[src/rtl/cpu16_pkg.sv]
// Shared widths and enums for the cpu16 register-file write path.
package cpu16_pkg;

  localparam int DATA_W = 16;
  localparam int ADDR_W = 2;
  localparam int NREG   = 2 ** ADDR_W;

  typedef enum logic [1:0] {
    NONE,
    MEM,
    ALU_HELD,
    ALU_DIRECT
  } wb_src_t;

  typedef enum logic {
    EMPTY,
    HELD
  } skid_state_t;

endpackage

[src/rtl/tag_fifo.sv]
// Circular FIFO of load destination tags with a flat view of every slot and
// its valid bit. The caller guarantees push only when not full (or popping)
// and pop only when not empty.
module tag_fifo #(
  parameter  int DEPTH = 2,
  parameter  int WIDTH = 2,
  localparam int PTR_W = (DEPTH > 1) ? $clog2(DEPTH) : 1,
  localparam int CNT_W = $clog2(DEPTH + 1)
) (
  input  logic                   clk,
  input  logic                   rst_n,
  input  logic                   push_i,
  input  logic                   pop_i,
  input  logic [WIDTH-1:0]       data_i,
  output logic [WIDTH-1:0]       head_o,
  output logic                   full_o,
  output logic                   empty_o,
  output logic [CNT_W-1:0]       count_o,
  output logic [DEPTH*WIDTH-1:0] entries_o,
  output logic [DEPTH-1:0]       valid_o
);

  logic [WIDTH-1:0] mem_q [DEPTH];
  logic [PTR_W-1:0] wr_ptr_q, wr_ptr_d;
  logic [PTR_W-1:0] rd_ptr_q, rd_ptr_d;
  logic [CNT_W-1:0] count_q, count_d;
  logic [DEPTH-1:0] valid_q, valid_d;

  function automatic logic [PTR_W-1:0] ptr_next(input logic [PTR_W-1:0] ptr);
    return (ptr == PTR_W'(DEPTH - 1)) ? '0 : ptr + 1'b1;
  endfunction

  // NOTE: every variable gets a default at the top of a combinational block,
  // so no path leaves it unassigned and no latch is inferred.
  always_comb begin
    wr_ptr_d = wr_ptr_q;
    rd_ptr_d = rd_ptr_q;
    count_d  = count_q;
    valid_d  = valid_q;
    if (pop_i) begin
      valid_d[rd_ptr_q] = 1'b0;
      rd_ptr_d          = ptr_next(rd_ptr_q);
    end
    // A push into the slot being popped (full + pop) must leave it valid.
    if (push_i) begin
      valid_d[wr_ptr_q] = 1'b1;
      wr_ptr_d          = ptr_next(wr_ptr_q);
    end
    if (push_i && !pop_i)      count_d = count_q + 1'b1;
    else if (pop_i && !push_i) count_d = count_q - 1'b1;
  end

  // NOTE: state registers use non-blocking assignments so every flop samples
  // the pre-edge values, independent of block ordering.
  always_ff @(posedge clk or negedge rst_n) begin
    if (!rst_n) begin
      wr_ptr_q <= '0;
      rd_ptr_q <= '0;
      count_q  <= '0;
      valid_q  <= '0;
    end else begin
      wr_ptr_q <= wr_ptr_d;
      rd_ptr_q <= rd_ptr_d;
      count_q  <= count_d;
      valid_q  <= valid_d;
    end
  end

  // NOTE: tag storage is deliberately not reset; valid_q qualifies every slot,
  // so stale contents are never observed.
  always_ff @(posedge clk) begin
    if (push_i) mem_q[wr_ptr_q] <= data_i;
  end

  always_comb begin
    entries_o = '0;
    for (int i = 0; i < DEPTH; i++) entries_o[i*WIDTH +: WIDTH] = mem_q[i];
  end

  assign head_o  = mem_q[rd_ptr_q];
  assign full_o  = (count_q == CNT_W'(DEPTH));
  assign empty_o = (count_q == '0);
  assign count_o = count_q;
  assign valid_o = valid_q;

endmodule

[src/rtl/regfile_writeback.sv]
// Single write port into the register file: merges in-order load returns with
// ALU results, tracks in-flight loads as a busy scoreboard, and serialises
// collisions through a one-entry skid buffer.
module regfile_writeback
  import cpu16_pkg::*;
#(
  parameter int QDEPTH = 2
) (
  input  logic              Clock,
  input  logic              Reset_n,
  input  logic              AluValid,
  input  logic [ADDR_W-1:0] AluRd,
  input  logic [DATA_W-1:0] AluData,
  output logic              AluReady,
  input  logic              LoadIssue,
  input  logic [ADDR_W-1:0] LoadRd,
  output logic              LoadReady,
  input  logic              MemValid,
  input  logic [DATA_W-1:0] MemData,
  output logic [ADDR_W-1:0] RD,
  output logic [DATA_W-1:0] WriteData,
  output logic              RegWrite,
  output logic [NREG-1:0]   Busy,
  output logic              Error
);

  localparam int CNT_W = $clog2(QDEPTH + 1);

  logic                     fifo_full, fifo_empty;
  logic [CNT_W-1:0]         fifo_count;
  logic [QDEPTH*ADDR_W-1:0] fifo_entries;
  logic [QDEPTH-1:0]        fifo_valid;
  logic [ADDR_W-1:0]        head_tag;
  logic                     mem_write, load_push;

  skid_state_t       state_q, state_d;
  wb_src_t           wb_src;
  logic              alu_accept;
  logic [NREG-1:0]   busy;
  logic [ADDR_W-1:0] held_rd_q, rd_q;
  logic [DATA_W-1:0] held_data_q, wdata_q;
  logic              regwrite_q, error_q;

  assign mem_write = MemValid && !fifo_empty;
  // A full FIFO still takes a new tag when the head pops in the same cycle.
  assign load_push = LoadIssue && (!fifo_full || mem_write);

  tag_fifo #(
    .DEPTH (QDEPTH),
    .WIDTH (ADDR_W)
  ) u_tag_fifo (
    .clk       (Clock),
    .rst_n     (Reset_n),
    .push_i    (load_push),
    .pop_i     (mem_write),
    .data_i    (LoadRd),
    .head_o    (head_tag),
    .full_o    (fifo_full),
    .empty_o   (fifo_empty),
    .count_o   (fifo_count),
    .entries_o (fifo_entries),
    .valid_o   (fifo_valid)
  );

  always_comb begin
    busy = '0;
    for (int i = 0; i < QDEPTH; i++) begin
      if (fifo_valid[i]) busy[fifo_entries[i*ADDR_W +: ADDR_W]] = 1'b1;
    end
  end

  always_ff @(posedge Clock or negedge Reset_n) begin
    if (!Reset_n) state_q <= EMPTY;
    else          state_q <= state_d;
  end

  always_comb begin
    state_d = state_q;
    unique case (wb_src)
      MEM:      if (alu_accept) state_d = HELD;
      ALU_HELD: state_d = EMPTY;
      default:  state_d = state_q;
    endcase
  end

  // Stalling on a busy destination keeps ALU writes behind older loads.
  always_comb begin
    AluReady   = (state_q == EMPTY) && !busy[AluRd];
    alu_accept = AluValid && AluReady;
    if (mem_write)              wb_src = MEM;
    else if (state_q == HELD)   wb_src = ALU_HELD;
    else if (alu_accept)        wb_src = ALU_DIRECT;
    else                        wb_src = NONE;
  end

  always_ff @(posedge Clock or negedge Reset_n) begin
    if (!Reset_n) begin
      held_rd_q   <= '0;
      held_data_q <= '0;
      rd_q        <= '0;
      wdata_q     <= '0;
      regwrite_q  <= 1'b0;
      error_q     <= 1'b0;
    end else begin
      regwrite_q <= (wb_src != NONE);
      unique case (wb_src)
        MEM: begin
          rd_q    <= head_tag;
          wdata_q <= MemData;
        end
        ALU_HELD: begin
          rd_q    <= held_rd_q;
          wdata_q <= held_data_q;
        end
        ALU_DIRECT: begin
          rd_q    <= AluRd;
          wdata_q <= AluData;
        end
        default: ;
      endcase
      if (wb_src == MEM && alu_accept) begin
        held_rd_q   <= AluRd;
        held_data_q <= AluData;
      end
      if (MemValid && fifo_empty) error_q <= 1'b1;
    end
  end

  assign LoadReady = (fifo_count < CNT_W'(QDEPTH));
  assign Busy      = busy;
  assign RD        = rd_q;
  assign WriteData = wdata_q;
  assign RegWrite  = regwrite_q;
  assign Error     = error_q;

endmodule

[config.mk]
export PLATFORM = sky130hd
export DESIGN_NAME = regfile_writeback
export DESIGN_NICKNAME = d
export VERILOG_FILES = /design/src/rtl/cpu16_pkg.sv /design/src/rtl/tag_fifo.sv /design/src/rtl/regfile_writeback.sv
export SDC_FILE = /design/constraint.sdc
export NUM_CORES = 1
export LEC_CHECK = 0
export BUFFER_PORTS_ARGS = -buffer_cell sky130_fd_sc_hd__buf_4
export CORE_ASPECT_RATIO = 0.9
export CORE_MARGIN = 5
export CORE_UTILIZATION = 56
export CTS_CLUSTER_DIAMETER = 150
export DETAILED_ROUTE_END_ITERATION = 10
export HOLD_SLACK_MARGIN = 0.06
export PLACE_DENSITY = 0.94
export SLEW_MARGIN = 20
export SYNTH_ARGS = -nofsm -noshare
export SYNTH_HDL_FRONTEND = slang
export SYNTH_SLANG_ARGS = --single-unit
[constraint.sdc]
create_clock -name Clock -period 6 [get_ports Clock]
set_input_delay 1.2 -clock Clock [delete_from_list [all_inputs] [get_ports Clock]]
set_output_delay 1.2 -clock Clock [all_outputs]
set_load 0.01 [all_outputs]
==> results of run 1 <==
## layer usage
layer	wire, um	vias up	global-route usage (%)
met5	0	-	0
met4	71	0	7.44
met3	566	9	7.94
met2	2930	89	35.0
met1	2300	979	26.3
li1	-	942	-
## kinds of logic (layout without fill, tap and decap cells)
group                    Yosys count  in the layout  synth area share [%]
adder cells (fa/ha/maj)            1              1                 0.518
AND/OR/NAND/NOR                   57             57                  13.4
buffers and inverters             19             79                  3.26
AO/OA/AOI/OAI                     71             71                  19.3
XOR/XNOR                           7              7                  3.16
flip-flops                        49             49                  51.6
multiplexers                      19             19                  8.85
## worst max-delay path, delay by kind of cell
| kind | cells | cell delay, ps |
|---|---|---|
| xor gates and xnor gates | 1 | 360 |
| AOI/OAI and AO/OA | 2 | 320 |
| buffers and inverters | 2 | 310 |
| and+or+nand+nor | 1 | 50 |
## area by class of cell
class | instances | area [um2] | area share [%]
Tap cell | 48 | 60.1 | 2.00
Clock buffer | 7 | 86.3 | 2.87
Sequential cell | 49 | 1250 | 41.4
Timing Repair Buffer | 67 | 503 | 16.7
Inverter | 5 | 18.8 | 0.624
Multi-Input combinational cell | 155 | 1090 | 36.3
## state kept, by name, indices dropped and copies added (netlist names)
signal,cells
u_tag_fifo.mem_q,4
u_tag_fifo.rd_ptr_q,1
WriteData,16
u_tag_fifo.wr_ptr_q,1
u_tag_fifo.count_o,2
RegWrite,1
state_q,1
Error,1
held_rd_q,2
held_data_q,16
u_tag_fifo.valid_o,2
RD,2
## stage by stage
stage          worst slack (ps)  total power [mW]  cell area [um2]
2_1_floorplan              2880             0.941             2420
3_3_place_gp               2570              1.16             2920
3_5_place_dp               2540              1.18             2920
4_1_cts                    2540              1.38             3010
5_1_grt                    2470              1.47             3010
6_report                   2540              1.37             3010
## power breakdown
part / internal [mW] / switching, mW / total, mW
logic: 0.290 / 0.288 / 0.577
registers: 0.491 / 0.107 / 0.598
clock network: 0.0916 / 0.104 / 0.196
total: 0.872 / 0.499 / 1.37
## cell usage in the layout (no fill, tap or decap), types with 3 or more instances in the layout
cell type / n
sky130_fd_sc_hd__nand2_1: 4
sky130_fd_sc_hd__nand3_1: 19
sky130_fd_sc_hd__nor2_1: 8
sky130_fd_sc_hd__clkbuf_8: 6
sky130_fd_sc_hd__and2_1: 3
sky130_fd_sc_hd__edfxtp_1: 4
sky130_fd_sc_hd__o21ai_0: 37
sky130_fd_sc_hd__mux2_1: 18
sky130_fd_sc_hd__inv_1: 5
sky130_fd_sc_hd__a31oi_1: 18
sky130_fd_sc_hd__xnor2_1: 4
sky130_fd_sc_hd__dfrtp_1: 45
sky130_fd_sc_hd__nor2b_1: 3
sky130_fd_sc_hd__nand3b_1: 18
sky130_fd_sc_hd__buf_4: 67
## path summary, 6_finish.rpt
kind	start	endpoint	cells past startpoint
worst max-delay path	AluRd[1]	AluReady	6
worst min-delay path	Error	Error	1
worst max register to register	u_tag_fifo.count_o[0]	held_data_q[11]	6
worst min register to register	Error	Error	1
max in group asynchronous	Reset_n	RD[0]	1
min in group asynchronous	Reset_n	held_data_q[11]	1
==> qor.txt, run 1 <==
Flip-flop cell with the highest count after synthesis: sky130_fd_sc_hd__dfrtp_1
Net count of the finished layout: 325
Final hold violations: 0
Cell with the biggest individual delay on the critical path: sky130_fd_sc_hd__xnor2_2
Ant diodes: 0
Status: complete, no violations
Remaining design rule violation count: 0
Area leader, netlist: sky130_fd_sc_hd__dfrtp_1
Final weighted congestion in routability-driven placement: 0.827
Power Dens Cells: 456 nW/um2
CP endpoint kind: output pin
Routed length per instance: 17.7 um
Final sum of negative setup slack: 0 ps
Unrepaired setup endpoints after global routing: false
Sequential cell area fraction in the yosys report: 51.6%
Synthesized Nets: 265
Clock transition at the registers of the reported paths: 80 ps
PostCTS Resize Cnt: 0
Post-Route Hold Slack: 465 ps
Core Area: 4130 um2
Antenna violations before repair: 0
Total of flip-flops plus latches after synthesis: 49
Worst-Skew Late Latency: 300 ps
Number of buffers inserted to repair setup after CTS: 0
Number of optimization iterations in the first detailed-route pass: 4
Drt initial violations: 113
Final-layout fill cell count: 305
Number of warning messages in the yosys log: 0
Clock skew after layout: 7.27 ps
Minimum period implied by the final worst setup slack: 3460 ps
Horizontal die dimension: 79.3 um
Number of hold buffers added after cts: 0
Required @ worst endpoint: 4800 ps
Highest ir drop seen on vdd: 232 uV
CP dominant cell by count: sky130_fd_sc_hd__buf_4
Leading cell types by total area after synthesis: sky130_fd_sc_hd__dfrtp_1 (47%), sky130_fd_sc_hd__mux2_1 (8.4%), sky130_fd_sc_hd__o21ai_0 (7.7%)
Via density: 6.10
Setup-violating endpoint count in the final report: 0
Arrival time at the worst endpoint: 2260 ps
Synth Instances: 223
Post-detailed-placement half-perimeter wirelength: 3990 um
Residual overflow from global routing: 0
Slew at the pin closest to its max-slew limit: 1090 ps
Number of rows in the core area: 22
Maximum buffer depth of the clock tree: 2
Syn-to-layout area delta: 24.4%
MaxCap Viol Count: 0
R2R Setup Slk: 3520 ps
Crit start category: primary input
Fraction of layout cells with a size suffix above 1: 27.9%
Timing-limited maximum frequency: 289 MHz
Final Routed Wirelength: 5860 um
Crit path max fanout: 6
Global-route wire length before repair: 9560 um
Dominant cell by count in the synthesized netlist: sky130_fd_sc_hd__dfrtp_1
Starting utilization of the core area: 58.5%
Synth top cells by count: sky130_fd_sc_hd__dfrtp_1 (45), sky130_fd_sc_hd__o21ai_0 (37), sky130_fd_sc_hd__nand3_1 (19)
Clock tree from TritonCTS: yes
List of cells traversed by the critical path: buf_4, xnor2_2, a22oi_1, a21oi_1, nor2_1, buf_4
Number of global-route vias before repair: 2,006
Period Utilization, post-route: 57.7%
Maximum number of pins on one net before global-route repair: 46
Synth cell types: 32
Final antenna-violating net count: 0
Worst min-delay path category: register to register
Cell Area, Synth: 2420 um2
Critical path start-end classification: primary input to output pin
CTS root buffer: sky130_fd_sc_hd__clkbuf_8
CTS HTree Levels: 2
Standby leakage power: 1.30 nW
Vertical extent of the die: 72.3 um
Max-slew violation count: 0
Avg Inst Size Synth: 10.8 um2
Worst rel slew slack: 27.3%
Number of flops mapped to enable cells by yosys: 4
Placed instance count: 324
Area enclosed by the die boundary: 5730 um2
Clock sinks: 49
Inserted Clock Buffers: 5
Top Ports: 67
Final cell count without fillers: 331
Async SR Flop Fraction: 91.8%
Area share of the leading cell type in the synthesized netlist: 46.6%
Number of buffers inserted by port buffering: 66
Worst path max stage delay: 360 ps
Final core occ: 72.8%
GRT Overall Usage: 21.5%
Overall via count from detail_route: 2,019
(Power assumes the default switching activity.)
==> run 2: changes to the inputs <==
Settings changed: CORE_UTILIZATION 56 to 52, PLACE_DENSITY 0.94 to 0.88.
Clock period 6 ns to 3.5 ns, I/O delays scaled along.
==> run 2 against run 1 <==
  * Clock-buffer cell count stayed put
  * Clock skew is 4.0 ps higher
  * Critical path type unchanged
  * Flip-flop and latch count stayed put
  * Non-clock buffer count is 3 higher
  * Global-route usage is 1.1 points lower
  * Utilization is 4.6 points lower
==> qor.txt, run 2 (synthesis gave the netlist of run 1 again) <==
Final hold violations: 0
Unrepaired setup endpoints after global routing: false
Max-slew violation count: 0
Overall via count from detail_route: 1,996
Number of rows in the core area: 23
Top Ports: 67
Number of optimization iterations in the first detailed-route pass: 4
Setup-violating endpoint count in the final report: 0
Final antenna-violating net count: 0
Number of buffers inserted by port buffering: 66
Standby leakage power: 1.32 nW
Period Utilization, post-route: 70.3%
Inserted Clock Buffers: 5
Worst min-delay path category: primary input to asynchronous set/reset pin
Required @ worst endpoint: 2800 ps
Maximum buffer depth of the clock tree: 2
Post-route cell area: 3060 um2
Final core occ: 68.2%
CTS root buffer: sky130_fd_sc_hd__clkbuf_8
Maximum number of pins on one net before global-route repair: 46
Fraction of layout cells with a size suffix above 1: 29.3%
Global-route wire length before repair: 9570 um
Final sum of negative setup slack: 0 ps
GRT Overall Usage: 20.4%
Crit path max fanout: 6
Number of buffers inserted to repair setup after CTS: 0
Register area: 1250 um2
Minimum period implied by the final worst setup slack: 2460 ps
Final Power: 2.39 mW
Arrival time at the worst endpoint: 1760 ps
Number of hold buffers added after cts: 0
Commonest cells after routing, fill and taps aside: sky130_fd_sc_hd__buf_4 (70), sky130_fd_sc_hd__dfrtp_1 (45), sky130_fd_sc_hd__o21ai_0 (37)
MaxCap Viol Count: 0
List of cells traversed by the critical path: buf_4, xnor2_2, a22oi_1, a21oi_1, nor2_1, buf_4
Area enclosed by the die boundary: 6110 um2
Worst path max stage delay: 360 ps
Status: complete, no violations
Final weighted congestion in routability-driven placement: 0.776
Remaining design rule violation count: 0
Crit start category: primary input
Timing-limited maximum frequency: 406 MHz
Clock tree from TritonCTS: yes
Via density: 5.72
Clock skew after layout: 11.3 ps
Slew at the pin closest to its max-slew limit: 779 ps
Worst rel slew slack: 48.1%
Worst setup slack after layout: 1040 ps
Net count of the finished layout: 328
Antenna violations before repair: 0
Highest ir drop seen on vdd: 384 uV
PostCTS Resize Cnt: 0
Ant diodes: 0
Horizontal die dimension: 81.9 um
Power Dens Cells: 779 nW/um2
Dpl ws: 918 ps
Leading cell type in the layout, fill and taps excluded: sky130_fd_sc_hd__buf_4
CP endpoint kind: output pin
CTS HTree Levels: 2
Drt initial violations: 169
Syn-to-layout area delta: 26.7%
Placed cell areas: 2960 um2
Area occupied by multi-input gates: 1090 um2
Vertical extent of the die: 74.7 um
CP dominant cell by count: sky130_fd_sc_hd__buf_4
Final-layout fill cell count: 366
Clock transition at the registers of the reported paths: 90 ps
Cell with the biggest individual delay on the critical path: sky130_fd_sc_hd__xnor2_2
Residual overflow from global routing: 0
Routed length per instance: 16.7 um
Number of global-route vias before repair: 2,040
Core Area: 4490 um2
Critical path start-end classification: primary input to output pin
Starting utilization of the core area: 53.8%
Final Routed Wirelength: 5820 um
Worst-Skew Late Latency: 300 ps
Post-detailed-placement half-perimeter wirelength: 4000 um
Clock sinks: 49
run 2: cell count changes in the layout (fill, tap and decap cells not counted):
cell / change
sky130_fd_sc_hd__buf_4: +3
sky130_fd_sc_hd__clkbuf_1: -1
sky130_fd_sc_hd__clkbuf_8: +1
sky130_fd_sc_hd__clkinv_2: +1
run 2: path summary, 6_finish.rpt:
kind,slack [ps],depth (start not counted),from,end
worst min-delay path,370,1,Reset_n,WriteData[0]
worst max register to register,1240,5,u_tag_fifo.mem_q[1][1],held_rd_q[1]
min in group Clock,470,1,Error,Error
worst min register to register,470,1,Error,Error
worst max-delay path,1040,6,AluRd[1],AluReady
max in group asynchronous,2730,1,Reset_n,u_tag_fifo.rd_ptr_q
run 2: per-layer routing:
metal,up-vias,global-route usage [%],part of all wire [%]
met5,-,0,0
li1,949,-,-
met3,6,4.67,6.3
met1,970,27.8,44
met4,0,7.01,1.0
met2,71,32.4,49
run 2: worst max-delay path: cells and delay by family:
family / cells / cell delay, ps
buffers and inverters: 2 / 310
AND/OR/NAND/NOR: 1 / 50
XOR/XNOR: 1 / 360
AO/OA/AOI/OAI: 2 / 330
run 2: stage by stage:
| stage | std cells | hold slack (ps) |
|---|---|---|
| final | 349 | 372 |
| after floorplan | 223 | 404 |
| after CTS | 349 | 398 |
| after global placement | 341 | 443 |
| after detailed placement | 341 | 445 |
| after global routing | 349 | 423 |
run 2: report_power, final:
group | switching (mW) | internal (mW)
Sequential | 0.182 | 0.842
Clock | 0.186 | 0.179
Combinational | 0.493 | 0.504
run 2: cell type report:
type	instances	share of cell area [%]
Clock inverter	1	0.163
Timing Repair Buffer	70	17.2
Tap cell	62	2.53
Sequential cell	49	40.7
Multi-Input combinational cell	155	35.7
Clock buffer	7	3.15
Inverter	5	0.613
==> run 3: changes to the inputs <==
Settings changed: ABC_AREA set to 1.
Clock period 3.5 ns to 2.3 ns, I/O delays scaled along.
==> run 3 against run 2 <==
  * Utilization down 3.0 points
  * Clock-buffer cell count up 1
  * Clock power up 36%
  * Power up 53%
  * Critical path depth unchanged
  * Final cell count up 25%
==> qor.txt, run 3 <==
Maximum number of pins on one net before global-route repair: 46
Net count of the finished layout: 411
Area enclosed by the die boundary: 6380 um2
MaxCap Viol Count: 0
Flip-flop cell with the highest count after synthesis: sky130_fd_sc_hd__dfrtp_1
Number of buffers inserted by port buffering: 66
CP dominant cell by count: sky130_fd_sc_hd__nand3_1
Worst path max stage delay: 440 ps
Ant diodes: 0
Final sum of negative setup slack: 0 ps
Commonest cells after routing, fill and taps aside: sky130_fd_sc_hd__buf_4 (70), sky130_fd_sc_hd__nor2_1 (58), sky130_fd_sc_hd__nand2_1 (46)
Total of flip-flops plus latches after synthesis: 49
Cell Area, Synth: 2540 um2
Number of buffers inserted to repair setup after CTS: 0
Crit start category: register
Register area: 1250 um2
Horizontal die dimension: 83.7 um
Required @ worst endpoint: 1840 ps
Leading cell types by total area after synthesis: sky130_fd_sc_hd__dfrtp_1 (44%), sky130_fd_sc_hd__nor2_1 (8.6%), sky130_fd_sc_hd__nand2_1 (6.8%)
R2R Setup Slk: 470 ps
Area occupied by multi-input gates: 1080 um2
CTS HTree Levels: 2
Power Dens Cells: 1160 nW/um2
Overall via count from detail_route: 2,241
Source of the worst register-to-register timing path: u_tag_fifo.mem_q[1][0]
Core Area: 4800 um2
CTS root buffer: sky130_fd_sc_hd__clkbuf_8
Period Utilization, post-route: 91.2%
Antenna violations before repair: 0
Clock tree from TritonCTS: yes
Synth Instances: 308
Arrival time at the worst endpoint: 1640 ps
Vertical extent of the die: 76.3 um
Leading cell type in the layout, fill and taps excluded: sky130_fd_sc_hd__buf_4
Routed length per instance: 13.6 um
Top Ports: 67
Worst min-delay path category: primary input to asynchronous set/reset pin
Final core occ: 65.2%
Clock skew after layout: 8.87 ps
Inserted Clock Buffers: 5
Cell with the biggest individual delay on the critical path: sky130_fd_sc_hd__edfxtp_1
Max-slew violation count: 0
Remaining design rule violation count: 0
Worst rel slew slack: 49.3%
Async SR Flop Fraction: 91.8%
Unrepaired setup endpoints after global routing: false
PostCTS Resize Cnt: 0
Drt initial violations: 197
Slew at the pin closest to its max-slew limit: 760 ps
Status: complete, no violations
Terminus of the critical flop-to-flop path: WriteData[1]
Synth cell types: 30
Number of warning messages in the yosys log: 0
Number of hold buffers added after cts: 0
List of cells traversed by the critical path: nand3_1, nand3_1, nand3_2, nand2_2, nor2_4, buf_4
Sequential cell area fraction in the yosys report: 49.1%
Minimum period implied by the final worst setup slack: 2100 ps
Crit path max fanout: 11
Launching instance or port of the critical path: u_tag_fifo.mem_q[0][0]
Area share of the leading cell type in the synthesized netlist: 44.3%
Worst reg2reg path depth: 9
Avg Inst Size Synth: 8.25 um2
Via density: 5.15
Critical path start-end classification: register to output pin
Number of optimization iterations in the first detailed-route pass: 5
Clock sinks: 49
Highest ir drop seen on vdd: 688 uV
Number of flops mapped to enable cells by yosys: 4
Synthesized Nets: 350
Worst Setup EP: AluReady
Starting utilization of the core area: 52.9%
Final-layout fill cell count: 426
Area leader, netlist: sky130_fd_sc_hd__dfrtp_1
Maximum buffer depth of the clock tree: 2
Synth top cells by count: sky130_fd_sc_hd__nor2_1 (58), sky130_fd_sc_hd__nand2_1 (46), sky130_fd_sc_hd__dfrtp_1 (45), sky130_fd_sc_hd__nand3_1 (31), sky130_fd_sc_hd__inv_1 (26)
Clock transition at the registers of the reported paths: 80 ps
Final Routed Wirelength: 5900 um
Number of rows in the core area: 24
Global-route wire length before repair: 10,100 um
Dominant cell by count in the synthesized netlist: sky130_fd_sc_hd__nor2_1
Residual overflow from global routing: 0
Number of global-route vias before repair: 2,270
Final hold violations: 0
Syn-to-layout area delta: 23.3%
Timing-limited maximum frequency: 477 MHz
Final antenna-violating net count: 0
GRT Overall Usage: 19.1%
CP endpoint kind: output pin
Standby leakage power: 1.55 nW
Worst-Skew Late Latency: 310 ps
Setup-violating endpoint count in the final report: 0
Fraction of layout cells with a size suffix above 1: 24.6%
Post-detailed-placement half-perimeter wirelength: 4190 um
Final weighted congestion in routability-driven placement: 0.869
-- run 3: layout make-up --
cell class              count  area share (%)
clock buffers               8            2.56
inverters                  31            3.72
multi-input cells         212            34.6
flip-flops and latches     49            39.8
well taps                  65            2.60
repair buffers             70            16.8
-- run 3: where the power goes --
group / switching, mW / internal, mW
Clock: 0.280 / 0.217
Combinational: 0.931 / 0.695
Sequential: 0.243 / 1.28
Total: 1.45 / 2.19
-- run 3: routing by layer --
metal / vias up / wire, um / global-route usage [%]
met4: 0 / 65 / 7.07
met2: 76 / 2760 / 31.2
met1: 1025 / 2630 / 23.8
li1: 1133 / - / -
met5: - / 0 / 0
met3: 7 / 446 / 5.95
-- run 3: logic make-up after synthesis --
kind of cell | count (synthesis) | share of synthesized area [%]
fa+ha+maj | 1 | 0.493
flops | 49 | 49.1
xor+xnor | 3 | 1.03
buf+inv | 47 | 8.32
simple gates | 161 | 29.2
compound gates | 47 | 11.9
-- run 3: worst min-delay path by stage --
stage | startpoint | to | slack, ps | cells after the start
after floorplan | Reset_n | Error | 160 | 0
after global placement | Error | Error | 460 | 1
after detailed placement | Error | Error | 470 | 1
after CTS | Reset_n | WriteData[15] | 170 | 1
after global routing | Reset_n | RD[1] | 200 | 1
final | Reset_n | RD[1] | 140 | 1
-- run 3: per-stage QoR --
step / setup WS, ps / hold WS (ps) / power (mW) / area (um2) / cells
6_report: 202 / 136 / 3.65 / 3130 / 435
5_1_grt: 127 / 195 / 3.95 / 3130 / 435
4_1_cts: 221 / 165 / 3.67 / 3130 / 435
3_5_place_dp: 420 / 467 / 3.18 / 3050 / 427
3_3_place_gp: 480 / 455 / 3.11 / 3050 / 427
2_1_floorplan: 444 / 164 / 2.57 / 2540 / 308
-- run 3: critical path, delay by kind of cell, from the launching register on --
kind / cells / cell delay (ps)
buffers and inverters: 1 / 180
flip-flops: 1 / 440
AND/OR/NAND/NOR: 5 / 710
